**config.mk**
```make
export PLATFORM = sky130hd
export DESIGN_NAME = gs_row_mem
export DESIGN_NICKNAME = d
export VERILOG_FILES = /design/src/rtl/gs_row_mem.sv
export SDC_FILE = /design/constraint.sdc
export NUM_CORES = 1
export LEC_CHECK = 0
export ABC_AREA = 0
export BUFFER_PORTS_ARGS = -buffer_cell sky130_fd_sc_hd__buf_2
export CORE_MARGIN = 2
export CORE_UTILIZATION = 53
export DETAILED_ROUTE_END_ITERATION = 10
export GPL_TIMING_DRIVEN = 0
export PLACE_DENSITY_LB_ADDON = 0.2
export RECOVER_POWER = 25
export SETUP_SLACK_MARGIN = 0.5
export SLEW_MARGIN = 20
export SYNTH_ARGS = -nofsm -noshare
export SYNTH_HDL_FRONTEND = slang
export SYNTH_SLANG_ARGS = --single-unit
```
**constraint.sdc**
```tcl
create_clock -name clk -period 2.53 [get_ports clk]
set_input_delay 0.253 -clock clk [delete_from_list [all_inputs] [get_ports clk]]
set_output_delay 0.253 -clock clk [all_outputs]
set_load 0.005 [all_outputs]
```
**src/rtl/gs_row_mem.sv**
```systemverilog
// Row-organised matrix store for the Gaussian-elimination engine, with a fixed-latency
// engine read port and a host LOAD/DUMP streaming port usable while the engine is idle.
module gs_row_mem #(
    parameter int k          = 4,
    parameter int l          = 4,
    parameter int READ_DELAY = 2,
    // one spare address bit so out-of-range rows (>= k) can be presented and read as 0
    localparam int AW        = $clog2(k + 1)
) (
    input  logic          clk,
    input  logic          rst,
    input  logic          eng_en,
    input  logic [AW-1:0] mem_addr,
    input  logic          mem_rw,
    input  logic [l-1:0]  mem_wdata,
    output logic [l-1:0]  mem_din,
    input  logic          load_start,
    input  logic          load_valid,
    input  logic [l-1:0]  load_data,
    output logic          load_ready,
    input  logic          dump_start,
    output logic          dump_valid,
    output logic [l-1:0]  dump_data,
    input  logic          dump_ready,
    output logic          busy,
    output logic          err
);
    localparam int RW = (k > 1) ? $clog2(k) : 1;
    localparam int CW = $clog2(k + 1);
    localparam int D  = READ_DELAY + 1;
    localparam int PW = $clog2(D);
    localparam int OW = $clog2(D + 1);

    typedef enum logic [1:0] {ST_IDLE, ST_LOAD, ST_DUMP} state_t;

    state_t        state_q, state_d;
    logic [CW-1:0] rc_q, rc_d, ic_q, ic_d, pc_q, pc_d;
    logic          err_q, err_d;
    logic          flush;

    logic [l-1:0]  rows_q [k];
    logic [l-1:0]  eng_pipe_q [READ_DELAY];
    logic [l-1:0]  host_pipe_q [READ_DELAY];
    logic [READ_DELAY-1:0] host_vld_q;
    logic [l-1:0]  fifo_q [D];
    logic [PW-1:0] wr_ptr_q, rd_ptr_q;
    logic [OW-1:0] occ_q, inflight;

    logic          addr_ok, eng_wr, load_fire, issue, push, pop;
    logic [RW-1:0] eng_row;
    logic [l-1:0]  eng_rd_val, host_rd_val;

    assign addr_ok     = mem_addr < AW'(k);
    assign eng_row     = mem_addr[RW-1:0];
    assign eng_wr      = eng_en && mem_rw && addr_ok;
    assign eng_rd_val  = (eng_en && !mem_rw && addr_ok) ? rows_q[eng_row] : '0;
    assign host_rd_val = rows_q[ic_q[RW-1:0]];

    assign busy       = (state_q != ST_IDLE);
    assign load_ready = (state_q == ST_LOAD) && !eng_en;
    assign load_fire  = load_valid && load_ready;
    assign dump_valid = (occ_q != '0);
    assign dump_data  = dump_valid ? fifo_q[rd_ptr_q] : '0;
    assign pop        = dump_valid && dump_ready;
    assign push       = host_vld_q[READ_DELAY-1];
    assign mem_din    = eng_pipe_q[READ_DELAY-1];
    assign err        = err_q;

    always_comb begin
        inflight = '0;
        for (int i = 0; i < READ_DELAY; i++) begin
            inflight = inflight + OW'(host_vld_q[i]);
        end
    end

    // credit counts the slot freed by this cycle's pop so a ready host sees one row per cycle
    assign issue = (state_q == ST_DUMP) && !eng_en && (ic_q < CW'(k))
                   && ((occ_q + inflight - OW'(pop)) < OW'(D));

    always_comb begin
        state_d = state_q;
        rc_d    = rc_q;
        ic_d    = ic_q;
        pc_d    = pc_q;
        err_d   = 1'b0;
        flush   = 1'b0;
        case (state_q)
            ST_IDLE: begin
                if (load_start || dump_start) begin
                    if (eng_en) begin
                        err_d = 1'b1;
                    end else if (load_start) begin
                        state_d = ST_LOAD;
                        rc_d    = '0;
                    end else begin
                        state_d = ST_DUMP;
                        ic_d    = '0;
                        pc_d    = '0;
                    end
                end
            end
            ST_LOAD: begin
                if (eng_en) begin
                    state_d = ST_IDLE;
                    err_d   = 1'b1;
                end else if (load_fire) begin
                    rc_d = (rc_q < CW'(k)) ? rc_q + CW'(1) : rc_q;
                    if (rc_q == CW'(k - 1)) state_d = ST_IDLE;
                end
            end
            ST_DUMP: begin
                if (eng_en) begin
                    state_d = ST_IDLE;
                    err_d   = 1'b1;
                    flush   = 1'b1;
                end else begin
                    if (issue) ic_d = ic_q + CW'(1);
                    if (pop) begin
                        pc_d = (pc_q < CW'(k)) ? pc_q + CW'(1) : pc_q;
                        if (pc_q == CW'(k - 1)) begin
                            state_d = ST_IDLE;
                            flush   = 1'b1;
                        end
                    end
                end
            end
            default: state_d = ST_IDLE;
        endcase
    end

    always_ff @(posedge clk) begin
        if (rst) begin
            state_q <= ST_IDLE;
            rc_q    <= '0;
            ic_q    <= '0;
            pc_q    <= '0;
            err_q   <= 1'b0;
        end else begin
            state_q <= state_d;
            rc_q    <= rc_d;
            ic_q    <= ic_d;
            pc_q    <= pc_d;
            err_q   <= err_d;
        end
    end

    always_ff @(posedge clk) begin
        if (rst) begin
            for (int i = 0; i < k; i++) rows_q[i] <= '0;
        end else if (eng_wr) begin
            rows_q[eng_row] <= mem_wdata;
        end else if (load_fire) begin
            rows_q[rc_q[RW-1:0]] <= load_data;
        end
    end

    always_ff @(posedge clk) begin
        if (rst) begin
            for (int i = 0; i < READ_DELAY; i++) begin
                eng_pipe_q[i]  <= '0;
                host_pipe_q[i] <= '0;
            end
            host_vld_q <= '0;
        end else begin
            eng_pipe_q[0]  <= eng_rd_val;
            host_pipe_q[0] <= host_rd_val;
            host_vld_q[0]  <= issue;
            for (int i = 1; i < READ_DELAY; i++) begin
                eng_pipe_q[i]  <= eng_pipe_q[i-1];
                host_pipe_q[i] <= host_pipe_q[i-1];
                host_vld_q[i]  <= host_vld_q[i-1] && !flush;
            end
        end
    end

    always_ff @(posedge clk) begin
        if (rst || flush) begin
            wr_ptr_q <= '0;
            rd_ptr_q <= '0;
            occ_q    <= '0;
        end else begin
            if (push) wr_ptr_q <= (wr_ptr_q == PW'(D - 1)) ? '0 : wr_ptr_q + PW'(1);
            if (pop)  rd_ptr_q <= (rd_ptr_q == PW'(D - 1)) ? '0 : rd_ptr_q + PW'(1);
            occ_q <= occ_q + OW'(push) - OW'(pop);
        end
    end

    always_ff @(posedge clk) begin
        if (push && !flush) fifo_q[wr_ptr_q] <= host_pipe_q[READ_DELAY-1];
    end

endmodule
```
* Word-level counts from Yosys, hierarchy flattened
Memory sizes are Yosys's and may differ from the RTL's. A register that Yosys moved wholly into a read port is not among the register bits. Index checks and enable logic that the tools add are counted.
Storage, ports and cells: register bits after elaboration 20, RAM bits 44, output and inout port bits 12, memories kept 4
Memory list:
- rows_q | depth 4, width 4, rd ports 2, clocked after memory_dff 1, write ports 4, line 41 | logic [l-1:0] rows_q [k];
- fifo_q | depth 3, width 4, rd ports 1, clocked after memory_dff 1, write ports 1, line 45 | logic [l-1:0] fifo_q [D];
- eng_pipe_q | depth 2, width 4, rd ports 2, clocked after memory_dff 0, write ports 2, line 42 | logic [l-1:0] eng_pipe_q [READ_DELAY];
- host_pipe_q | depth 2, width 4, rd ports 2, clocked after memory_dff 0, write ports 2, line 43 | logic [l-1:0] host_pipe_q [READ_DELAY];
Operators by class: $add $sub $neg 10, order comparisons 5, equal/unequal tests 21, multiplexer cells 64, bitwise logic cells 4, reduce and logical (&&, ||, !) cells 29
Operator list (number):
- 3-bit 2-to-1 mux | 14
- 2-bit 2-to-1 mux | 17
- 4-bit 2-to-1 mux | 8
- 1-bit 2-to-1 mux | 20
- 2-bit != test (second input constant) | 9
- 3-bit one-hot mux with 2 select lines | 3
- 7-bit AND reduction | 2
- 1-bit logical AND | 12
- 3-bit < comparator (second input constant) | 4
- 6-bit AND reduction | 2
- 3-bit by 1-bit adder with 3-bit output (second input constant) | 3
- 2-bit nonzero test | 4
- 4-bit OR reduction | 2
- 2-bit equality test (second input constant) | 3
- 3-bit by 2-bit equality test with 1-bit output (second input constant) | 2
- 3-bit by 2-bit != test with 1-bit output (second input constant) | 2
- 3-bit != test (second input constant) | 2
- 2-bit one-hot mux with 3 select lines | 1
- 2-bit by 1-bit adder with 2-bit output (second input constant) | 2
- 2-bit by 1-bit != test with 1-bit output (second input constant) | 2
- 1-bit OR | 4
- 2-bit by 1-bit subtractor with 2-bit output | 2
- 1-bit zero test | 3
- 1-bit by 1-bit adder with 2-bit output | 1
- 8 further kinds | 9

* Logic depth before layout (Yosys ltp)
Gate-level depths: netlist of run 1.
depth after elaboration 10, mapped depth 8, gate-level depth less buffers 8

* Worst setup path before layout of run 1
Ideal clock, no wire load.
path type reg2reg, start reg occ_q[1], end reg with a tool-made name, setup time 0.074 ns, data arrival time 2.319 ns, required time 2.456 ns, slack 0.136 ns, cell stages (with the launch flop) 9, period minus slack after synthesis 2.394 ns, cell sequence dfxtp_1 -> o21ai_1 -> inv_1 -> ha_1 -> fa_1 -> xor3_2 -> o21bai_2 -> or4_4 -> a31oi_1
RTL lines:
- from (decl) | line 47 | logic [OW-1:0] occ_q, inflight;
- from (signal assigned) | line 184 | occ_q <= occ_q + OW'(push) - OW'(pop);

==> results of run 1 <==
[metrics by stage]
step | hold WS (ns) | instance area [um2]
global route | 0.2199 | 3827
detailed placement | 0.4234 | 3417
floorplan | 0.4049 | 3183
finish | 0.2103 | 3827
global placement | 0.4212 | 3417
CTS | 0.1952 | 3735
[worst register-to-register path: cells and delay by family, from the launching register on]
kind	cells	cell delay (ns)
buffers and inverters	1	0.07
AOI/OAI and AO/OA	3	0.37
adders and majority gates	2	0.54
and+or+nand+nor	1	0.45
xor gates and xnor gates	1	0.25
DFF	1	0.36
[flip-flops by register name, indices dropped and copies added, names as in the netlist, named ones only]
signal / cells
wr_ptr_q: 2
state_q: 2
rd_ptr_q: 2
pc_q: 3
host_pipe_q: 8
err: 1
rows_q: 16
eng_pipe_q: 8
occ_q: 2
rc_q: 3
ic_q: 3
fifo_q: 12
host_vld_q: 2
[repair_timing]
| action | 4_1_cts | 5_1_grt |
|---|---|---|
| resized for setup | 9 | 10 |
| pin swaps | 7 | 1 |
| buffers inserted | 6 | 4 |
| setup endpoints to repair | 21 | 34 |
| endpoints found under the hold margin | 0 | 0 |
[cell usage after synthesis (2+ instances only)]
cell type / instances / area (um2)
nor2_1: 33 / 123.9
o211ai_1: 2 / 15.01
clkbuf_1: 7 / 26.28
o21ai_0: 8 / 40.04
edfxtp_1: 28 / 840.8
nor3b_1: 3 / 22.52
inv_1: 19 / 71.32
a22oi_1: 8 / 60.06
buf_2: 4 / 20.02
a21oi_1: 20 / 100.1
nor3_1: 6 / 30.03
ha_1: 12 / 150.1
nand3_1: 7 / 35.03
o21a_1: 2 / 15.01
nor2b_1: 20 / 125.1
a21o_1: 2 / 15.01
nand2_1: 6 / 22.52
dfxtp_1: 40 / 800.8
or3_1: 2 / 12.51
a31oi_1: 4 / 25.02
o21bai_1: 2 / 15.01
mux2i_1: 5 / 50.05
nand2b_1: 12 / 75.07
nand3b_1: 3 / 22.52
mux4_2: 8 / 180.2
buf_4: 4 / 30.03
[power by group]
group | switching (mW) | internal [mW] | leakage (nW)
Sequential | 0.0261 | 1.18 | 0.603
Clock | 0.414 | 0.619 | 0.114
Combinational | 0.197 | 0.184 | 0.788
[logic make-up after synthesis]
logic type	Yosys count	synth area share
AOI/OAI and AO/OA	55	0.1119
xor gates and xnor gates	3	0.01349
adders and majority gates	13	0.05397
buffers and inverters	34	0.04683
DFF	68	0.5206
muxes	13	0.07302
and+or+nand+nor	103	0.1802
[worst paths after layout]
path	slack, ns	to	startpoint	cells after the start
setup / recovery	0.40	flip-flop	occ_q[0]	8
hold / removal	0.21	state_q[0]	load_start	3
setup reg to reg	0.40	flip-flop	occ_q[0]	8
hold reg to reg	0.44	eng_pipe_q[0][6]	eng_pipe_q[0][2]	1
[final cells by class]
type | instances | area [um2] | share of cell area
buffer | 15 | 78.83 | 0.02059
clock buffer | 10 | 148.9 | 0.03890
clock inverter | 6 | 92.59 | 0.02419
inverter | 19 | 71.32 | 0.01863
multi-input combinational | 187 | 1480 | 0.3867
sequential | 68 | 1650 | 0.4312
tap | 75 | 93.84 | 0.02452
timing repair buffer | 38 | 211.5 | 0.05525
[metal layers]
metal | global-route usage | routed length (um) | vias to the layer above
li1 | - | - | 1128
met1 | 0.2267 | 2440 | 992
met2 | 0.3314 | 2697 | 45
met3 | 0.03778 | 177 | 10
met4 | 0.07627 | 77 | 0
met5 | 0 | 0 | -
==> metrics.md, run 1 <==
| Metric | Value |
|---|---|
| Final Util | `0.6542` |
| Crit path max fanout | `4` |
| Initial Utilization | `0.5389` |
| Post-route DRC | `0` |
| # nets final | `370` |
| Drt wl/cell | `12.90 um` |
| Crit. End Element | `flip-flop` |
| CP peak stage delay | `0.45 ns` |
| Largest net degree at the start of global routing | `14` |
| Grt ovf | `0` |
| Detail Route Antenna Nets | `0` |
| Vias after detailed routing | `2175` |
| #FFs+latches synth | `68` |
| Final worst path period share | `0.8403` |
| Avg Inst Size Synth | `10.91 um2` |
| Final Instance Count excl. Fillers | `418` |
| H-tree level count | `3` |
| Drt first pass iters | `4` |
| Setup Total Neg Slack | `0 ns` |
| Number of global-route vias before repair | `2110` |
| Routability cong. | `0.8034` |
| Clock Sinks | `68` |
| Die H | `81.13 um` |
| Netlist cell types | `48` |
| Seq/Total Area, Yosys | `0.5206` |
| # fillers | `470` |
| Pwr dens | `684.8 nW/um2` |
| Clock Latency Late Sink | `0.33 ns` |
| DRT iter0 DRCs | `47` |
| Layout cells sized above 1 | `0.2653` |
| Vias per cell | `5.203` |
| Syn Nets | `321` |
| Initial antenna violation count | `0` |
| Area delta synth->final | `21.39%` |
| Core area | `5851 um2` |
| Rel. slew slack | `0.6262` |
| Synth warn | `0` |
| DP Worst Slack | `0.2549 ns` |
| Die area | `6582 um2` |
| Max Clk Rate | `470.4 MHz` |
| Top delay family on crit path | `adder cells` |
| CP required | `2.78 ns` |
| FP Rows | `28` |
| First-pass GRT wire length | `9.301 mm` |
| Worst path slowest cell | `or4_4` |
| Status | `complete, no violations` |
| Clk root buf | `clkbuf_8` |
| WP buf/inv | `1` |
| Setup Viol. Count Final | `0` |
| Cells after DPL | `392` |
| Worst Hold Class | `in -> reg` |
| Max Cap Viol | `0` |
| Buffers on Ports | `28` |
| Final WS setup | `0.4042 ns` |
| Hold Violations, Final | `0` |
| Most common cell after layout, fill and taps aside | `dfxtp_1` |
| Slew @ Worst Pin | `0.5548 ns` |
| CTS tree | `yes` |
| Maximum vdd drop | `0.3754 mV` |
| CTS buffer count | `9` |
| Lkg Pwr | `1.506 nW` |
| Hold_buf cts | `0` |
| Final HPWL DP | `3.814 mm` |
| Clock Tree Buf Depth | `2` |
| Critical path type | `reg -> reg` |
| Pwr Total | `2.621 mW` |
| Cells along the critical path | `o21ai_4 -> inv_2 -> ha_4 -> fa_2 -> xor3_2 -> o21bai_4 -> or4_4 -> a31oi_2` |
| Worst Path Arrival | `2.38 ns` |
| I/O pins | `31` |
| Post-layout min period | `2.126 ns` |
| Async SR Flop Fraction | `0` |
| Final slew viol count | `0` |
| Crit path launch type | `flip-flop` |
| Clk pin slew, worst setup/hold paths | `0.08 ns` |
| Total GRT Usage | `0.1887` |
| Post-Synthesis Cells | `289` |
| Post-Syn Area | `3153 um2` |
| Die Wd | `81.13 um` |
| Post-synth top flop | `dfxtp_1` |
| Worst clock skew | `0.01078 ns` |
| EDFF count, synth | `28` |
| RSZ-0062 raised after global routing | `true` |
| ANT cells | `0` |
| Commonest non-fill, non-tap cells in the layout | `dfxtp_1, nor2_1, buf_2, edfxtp_1, nor2b_1` |
| WL final | `5.393 mm` |
Note: power is estimated with default switching activity, not from simulation.
==> run 2, diff against run 1 <==
--- a/config.mk
+++ b/config.mk
@@ -8,7 +8,7 @@
 export ABC_AREA = 0
 export BUFFER_PORTS_ARGS = -buffer_cell sky130_fd_sc_hd__buf_2
 export CORE_MARGIN = 2
-export CORE_UTILIZATION = 53
+export CORE_UTILIZATION = 55
 export DETAILED_ROUTE_END_ITERATION = 10
 export GPL_TIMING_DRIVEN = 0
 export PLACE_DENSITY_LB_ADDON = 0.2
==> constraint.sdc (replaced) <==
create_clock -name clk -period 2.2 [get_ports clk]
set_input_delay 0.22 -clock clk [delete_from_list [all_inputs] [get_ports clk]]
set_output_delay 0.22 -clock clk [all_outputs]
set_load 0.005 [all_outputs]
==> run 2 against run 1 <==
- count of clock-buffer cells in the layout fell by 1
- largest cell class is now multi-input gates
- register-to-register slack lost 0.33 ns
- cell count increased by 3.3%
- non-clock buffer count grew 17
- largest power group unchanged
- via count grew 10%
- critical path type unchanged
==> metrics.md, run 2 (synthesis gave the netlist of run 1 again) <==
| Metric | Value |
|---|---|
| Final Util | `0.7516 (+0.09745)` |
| # nets final | `387 (+4.6%)` |
| Layout cells sized above 1 | `0.4056 (+0.1402)` |
| Status | `complete, no violations` |
| Final HPWL DP | `4.016 mm (+5.3%)` |
| Max Clk Rate | `471.5 MHz (+0.23%)` |
| Worst hold margin | `0.1554 ns (-0.05482 ns)` |
| Clk root buf | `clkbuf_8` |
| Crit path launch type | `flip-flop` |
| Max Cap Viol | `0 (unchanged)` |
| Crit. End Element | `flip-flop` |
| Lkg Pwr | `1.613 nW (+7.1%)` |
| Post-layout min period | `2.121 ns (-0.004899 ns)` |
| Number of global-route vias before repair | `2139 (+1.4%)` |
| Worst Hold Class | `in -> reg` |
| Biggest regs | `rows_q: 16 flops, fifo_q: 12 flops` |
| Die area | `6354 um2 (-3.5%)` |
| CTS buffer count | `9 (unchanged)` |
| RSZ-0062 raised after global routing | `true` |
| FF-to-FF Start | `occ_q[0]` |
| Most common cell after layout, fill and taps aside | `dfxtp_1` |
| Area delta synth->final | `31.27%` |
| Final worst path period share | `0.9641 (+0.1238)` |
| Clock Tree Buf Depth | `2 (unchanged)` |
| I/O pins | `31 (unchanged)` |
| CP required | `2.46 ns (-0.32 ns)` |
| Clk pin slew, worst setup/hold paths | `0.08 ns (about the same)` |
| Final WS setup | `0.07906 ns (-0.3251 ns)` |
| Hold path startpoint | `load_start` |
| Hold Violations, Final | `0 (unchanged)` |
| Critical path type | `reg -> reg` |
| Setup Viol. Count Final | `0 (unchanged)` |
| Pwr Total | `2.909 mW (+11%)` |
| DP Worst Slack | `-0.07669 ns (-0.3316 ns)` |
| Core area | `5507 um2 (-5.9%)` |
| FP Rows | `27 (-3.6%)` |
| Area occupied by multi-input gates | `1665 um2 (+13%)` |
| Buffers on Ports | `28 (unchanged)` |
| First-pass GRT wire length | `9.846 mm (+5.9%)` |
| Die H | `79.72 um (-1.7%)` |
| Clock Sinks | `68 (unchanged)` |
| Initial Utilization | `0.5726 (+0.03367)` |
| Drt wl/cell | `15.17 um (+18%)` |
| Largest net degree at the start of global routing | `13 (-1)` |
| Top reg by flops | `rows_q` |
| WL final | `6.555 mm (+22%)` |
| Detail Route Antenna Nets | `0 (unchanged)` |
| Setup Total Neg Slack | `0 ns (unchanged)` |
| Grt ovf | `0 (unchanged)` |
| Die Wd | `79.72 um (-1.7%)` |
| Final slew viol count | `0 (unchanged)` |
| Maximum vdd drop | `0.4698 mV (+25%)` |
| Commonest non-fill, non-tap cells in the layout | `dfxtp_1, nor2_1, buf_2, edfxtp_1, buf_4` |
| Vias per cell | `5.553 (+6.7%)` |
| ANT cells | `0 (unchanged)` |
| Register area | `1658 um2 (+0.46%)` |
| Routability cong. | `0.7989 (-0.56%)` |
| CTS tree | `yes` |
| Slew @ Worst Pin | `0.7227 ns (+0.1680 ns)` |
| Worst clock skew | `0.005740 ns (-0.005041 ns)` |
| Max FFs per register | `16 (unchanged)` |
| DRT iter0 DRCs | `107 (+130%)` |
| Crit path from | `occ_q[0]` |
| Crit path max fanout | `4 (unchanged)` |
| Rel. slew slack | `0.5171 (-0.1091)` |
| Clock Latency Late Sink | `0.34 ns (about the same)` |
| Post-route DRC | `0 (unchanged)` |
| Worst Path Arrival | `2.38 ns (about the same)` |
| Vias after detailed routing | `2399 (+10%)` |
| # fillers | `364 (-23%)` |
| Pwr dens | `702.7 nW/um2 (+2.6%)` |
| H-tree level count | `3 (unchanged)` |
| Drt first pass iters | `4 (unchanged)` |
| Total GRT Usage | `0.2057 (+0.01697)` |
| Initial antenna violation count | `0 (unchanged)` |
-- run 2: cell count changes in the layout (fill, tap and decap cells not counted), sizes merged --
cell and change:
bufinv -1, clkbuf -2, buf +18, inv -1
clkinv +3
-- run 2: path summary, 6_finish.rpt --
path,endpoint,slack (ns),cells past startpoint
setup / recovery,ic_q[0],0.08,8
hold / removal,state_q[0],0.16,3
setup reg to reg,ic_q[0],0.08,8
hold reg to reg,host_pipe_q[0][7],0.43,1
-- run 2: layout make-up --
cell class / count / share of cell area
plain buffers: 15 / 0.02116
clock buffers: 9 / 0.02993
clock inverters: 7 / 0.01632
inverters: 19 / 0.01784
multi-input cells: 187 / 0.4024
flip-flops and latches: 68 / 0.4005
well taps: 72 / 0.02177
repair buffers: 55 / 0.09008
-- run 2: stage by stage --
stage / area (um2) / std cells
final: 4139 / 432
after global routing: 4139 / 432
after CTS: 3913 / 426
after detailed placement: 3445 / 389
after global placement: 3445 / 389
after floorplan: 3214 / 289
-- run 2: repair_timing --
action                                  in CTS  in global routing
hold buffers                                 0                  0
endpoints found under the hold margin        0                  0
resized for setup                           26                 47
pin swaps                                   11                 21
endpoints found under the setup margin      60                 61
buffers inserted                            21                  6
-- run 2: critical path, cell delays in order (launching register included) --
cell      delay [ns]
dfxtp_4         0.36
o21ai_4         0.15
inv_2           0.06
ha_4            0.21
fa_2            0.33
xor3_2          0.26
o21bai_4        0.08
or4_4           0.43
a31oi_1         0.17
-- run 2: metal layers --
metal  routed length, um  GRT usage  part of all wire
met1                2689     0.2457              0.41
met2                3378     0.3462              0.52
met3                 364    0.05995             0.056
met4                 123    0.08621             0.019
met5                   0          0                 0
-- run 2: report_power, final --
part | switching, mW | internal, mW | leakage (nW)
Combinational | 0.270 | 0.268 | 0.915
Clock | 0.466 | 0.517 | 0.0926
Sequential | 0.0295 | 1.36 | 0.606
==> run 3, diff against run 2 <==
--- a/config.mk
+++ b/config.mk
@@ -5,12 +5,12 @@
 export SDC_FILE = /design/constraint.sdc
 export NUM_CORES = 1
 export LEC_CHECK = 0
-export ABC_AREA = 0
+export ABC_AREA = 1
 export BUFFER_PORTS_ARGS = -buffer_cell sky130_fd_sc_hd__buf_2
 export CORE_MARGIN = 2
 export CORE_UTILIZATION = 55
+export CTS_BUF_LIST = sky130_fd_sc_hd__clkbuf_8
 export DETAILED_ROUTE_END_ITERATION = 10
-export GPL_TIMING_DRIVEN = 0
 export PLACE_DENSITY_LB_ADDON = 0.2
 export RECOVER_POWER = 25
 export SETUP_SLACK_MARGIN = 0.5
==> run 3 against run 2 <==
- power increased by 44%
- via count increased by 0.50%
- routed wire length decreased by 14%
- global-route usage decreased by 1.5 points
- flip-flop and latch count unchanged
- count of clock-buffer cells in the layout increased by 1
- fmax increased by 9.4%
- first-iteration DRC count increased by 27%
- critical path type unchanged
==> metrics.md, run 3 <==
| Metric | Value |
|---|---|
| Status | `complete, no violations` |
| Crit path from | `occ_q[1]` |
| Commonest non-fill, non-tap cells in the layout | `inv_1, nor2_1, nand2_1, dfxtp_1, a21oi_1` |
| CP required | `2.47 ns (about the same)` |
| WP buf/inv | `1 (unchanged)` |
| DP Worst Slack | `0.2208 ns (+0.2975 ns)` |
| Setup Total Neg Slack | `0 ns (unchanged)` |
| Switch share | `0.3496 (+0.08639)` |
| Routability cong. | `0.7995 (about the same)` |
| Largest net degree at the start of global routing | `18 (+5)` |
| Maximum vdd drop | `0.7170 mV (+53%)` |
| WHS Path Cells | `4 (+1)` |
| Vias after detailed routing | `2411 (+0.50%)` |
| Yosys top cell by area | `edfxtp_1` |
| Cells after DPL | `459 (+18%)` |
| Max Cap Viol | `0 (unchanged)` |
| RSZ-0062 raised after global routing | `true` |
| Final Instance Count excl. Fillers | `485 (+12%)` |
| Detail Route Antenna Nets | `0 (unchanged)` |
| Grt ovf | `0 (unchanged)` |
| Crit path max fanout | `5 (+1)` |
| Top cell type's share of synthesized area | `0.2685 (+0.001811)` |
| Pwr dens | `1107 nW/um2 (+57%)` |
| Critical path type | `reg -> reg` |
| Number of global-route vias before repair | `2154 (+0.70%)` |
| Vias per cell | `4.971 (-10%)` |
| Clock Sinks | `68 (unchanged)` |
| Clk pin slew, worst setup/hold paths | `0.07 ns (about the same)` |
| I/O pins | `31 (unchanged)` |
| Seq/Total Area, Yosys | `0.5242 (+0.003536)` |
| WL final | `5.663 mm (-14%)` |
| Most frequent cell after synthesis | `inv_1` |
| First-pass GRT wire length | `9.170 mm (-6.9%)` |
| Max FFs per register | `16 (unchanged)` |
| Max Clk Rate | `516.0 MHz (+9.4%)` |
| Synth warn | `0 (unchanged)` |
| Sequential share of power | `0.414 (-0.063)` |
| EDFF count, synth | `28 (unchanged)` |
| Clock Tree Buf Depth | `2 (unchanged)` |
| Final worst path period share | `0.8810 (-0.08309)` |
| DRT iter0 DRCs | `136 (+27%)` |
| Slew @ Worst Pin | `0.7503 ns (+0.02753 ns)` |
| Top cells by area, synth | `edfxtp_1, dfxtp_1, inv_1` |
| Core area | `5507 um2 (unchanged)` |
| CTS tree | `yes` |
| Post-synth top flop | `dfxtp_1` |
| Drt first pass iters | `4 (unchanged)` |
| Netlist cell types | `31 (-35%)` |
| Async SR Flop Fraction | `0 (unchanged)` |
| R2R depth | `12 (+4)` |
| Area delta synth->final | `20.82%` |
| Hold path startpoint | `rst` |
| Final HPWL DP | `4.045 mm (+0.73%)` |
| WP depth | `12 (+4)` |
| Initial antenna violation count | `0 (unchanged)` |
| Lkg Pwr | `1.636 nW (+1.5%)` |
| Die H | `79.46 um (-0.32%)` |
| Top reg by flops | `rows_q` |
| Die area | `6314 um2 (-0.64%)` |
| Setup Viol. Count Final | `0 (unchanged)` |
| Avg Inst Size Synth | `8.627 um2 (-21%)` |
| Final WS setup | `0.2619 ns (+0.1828 ns)` |
| Post-layout min period | `1.938 ns (-0.1828 ns)` |
| Clk root buf | `clkbuf_8` |
| Synth top cells by count | `inv_1, nor2_1, nand2_1` |
| Hold Violations, Final | `0 (unchanged)` |
| Total GRT Usage | `0.1903 (-0.01538)` |
| FP Rows | `27 (unchanged)` |
| Drt wl/cell | `11.68 um (-23%)` |
| CTS buffer count | `9 (unchanged)` |
| Worst Hold Class | `in -> reg` |
| Post-Syn Area | `3132 um2 (-0.67%)` |
| Pint | `2.723 mW (+27%)` |
| Clock Latency Late Sink | `0.33 ns (about the same)` |
| Reg2reg setup slack | `0.26 ns (+0.18 ns)` |
| CP peak stage delay | `0.53 ns (+0.10 ns)` |
| FF-to-FF Start | `occ_q[1]` |
| H-tree level count | `3 (unchanged)` |
| Combinational share of power | `0.338 (+0.153)` |
| Initial Utilization | `0.5687 (-0.003863)` |
| Syn Nets | `395 (+23%)` |
| Net load switching power | `1.464 mW (+91%)` |
| Biggest regs | `rows_q: 16 flops, fifo_q: 12 flops` |
| Cells along the critical path | `nor2_4 -> nor2_4 -> ha_4 -> fa_2 -> inv_2 -> nand3_2 -> nand2_2 -> nand2_4 -> nand2_4 -> nand2_1 -> nand2_1 -> nor2_1` |
| Worst clock skew | `0.007382 ns (+0.001642 ns)` |
| Clock power frac | `0.249 (-0.089)` |
| ANT cells | `0 (unchanged)` |
| Post-route DRC | `0 (unchanged)` |
| Buffers on Ports | `30 (+7.1%)` |
| Crit. End Element | `flip-flop` |
| Most common cell after layout, fill and taps aside | `inv_1` |
| Die Wd | `79.46 um (-0.32%)` |
| Rel. slew slack | `0.4998 (-0.01731)` |
| Worst Path Arrival | `2.21 ns (-0.17 ns)` |
| Layout cells sized above 1 | `0.2736 (-0.1319)` |
| #FFs+latches synth | `68 (unchanged)` |
| Post-Synthesis Cells | `363 (+26%)` |
| # nets final | `440 (+14%)` |
| Crit path launch type | `flip-flop` |
| Worst path slowest cell | `fa_2` |
| Top delay family on crit path | `adder cells` |
| Final slew viol count | `0 (unchanged)` |
==> run 3: per-layer routing <==
metal / up-vias / track usage / share of wire / routed length [um]
met5: - / 0 / 0 / 0
met4: 0 / 0.08448 / 0.014 / 78
met3: 10 / 0.06674 / 0.043 / 246
met2: 53 / 0.3092 / 0.49 / 2760
met1: 1083 / 0.2272 / 0.46 / 2578
li1: 1265 / - / - / -
==> run 3: area by class of cell <==
type | count | area (um2)
Fill cell | 433 | 1723
Timing Repair Buffer | 47 | 272.8
Tap cell | 72 | 90.09
Inverter | 66 | 250.2
Sequential cell | 68 | 1652
Multi-Input combinational cell | 216 | 1309
Clock inverter | 6 | 72.57
Clock buffer | 10 | 137.6
==> run 3: timing repair <==
action,CTS,global route
setup buffers,6,4
pin swaps,8,10
resized for setup,4,23
hold buffers,0,0
endpoints found under the setup margin,27,50
==> run 3: cell families (layout without fill, tap and decap cells) <==
logic type                 Yosys count  count (layout)  share of synthesized area
DFF                                 68              68                     0.5242
and+or+nand+nor                    129             129                     0.1762
xor gates and xnor gates             2               2                   0.005594
adders and majority gates           13              13                    0.05433
muxes                                4               4                    0.01438
buffers and inverters               79             129                     0.1011
AOI/OAI and AO/OA                   68              68                     0.1243
==> run 3: how the worst min path moves through the flow <==
stage,to
floorplan,eng_pipe_q[0][4]
global placement,eng_pipe_q[0][7]
detailed placement,host_pipe_q[0][6]
CTS,rc_q[2]
global route,rows_q[3][0]
finish,rc_q[0]
==> run 3: worst register-to-register path: stages (launching register included) <==
cell and delay, ns:
dfxtp_4 0.37, nor2_4 0.14, nor2_4 0.05, ha_4 0.23, fa_2 0.53, inv_2 0.03, nand3_2 0.06, nand2_2 0.07
nand2_4 0.08, nand2_4 0.06, nand2_1 0.06, nand2_1 0.05, nor2_1 0.13
==> run 3: power by group through the flow <==
stage	clock network (mW)	registers (mW)	logic (mW)
after CTS	1.07	1.73	1.25
after detailed placement	0	1.76	1.18
after global routing	1.13	1.76	1.60
after floorplan	0	1.67	0.977
after global placement	0	1.75	1.16
final	1.04	1.73	1.41
==> run 3: stage by stage <==
stage | instance area [um2] | power (mW) | hold WS [ns] | util
final | 3784 | 4.187 | 0.2535 | 0.6871
after floorplan | 3201 | 2.650 | 0.3883 | -
after global routing | 3784 | 4.482 | 0.2753 | 0.6871
after global placement | 3425 | 2.911 | 0.3910 | 0.6219
after detailed placement | 3425 | 2.944 | 0.3948 | 0.6219
after CTS | 3695 | 4.051 | 0.1861 | 0.6710
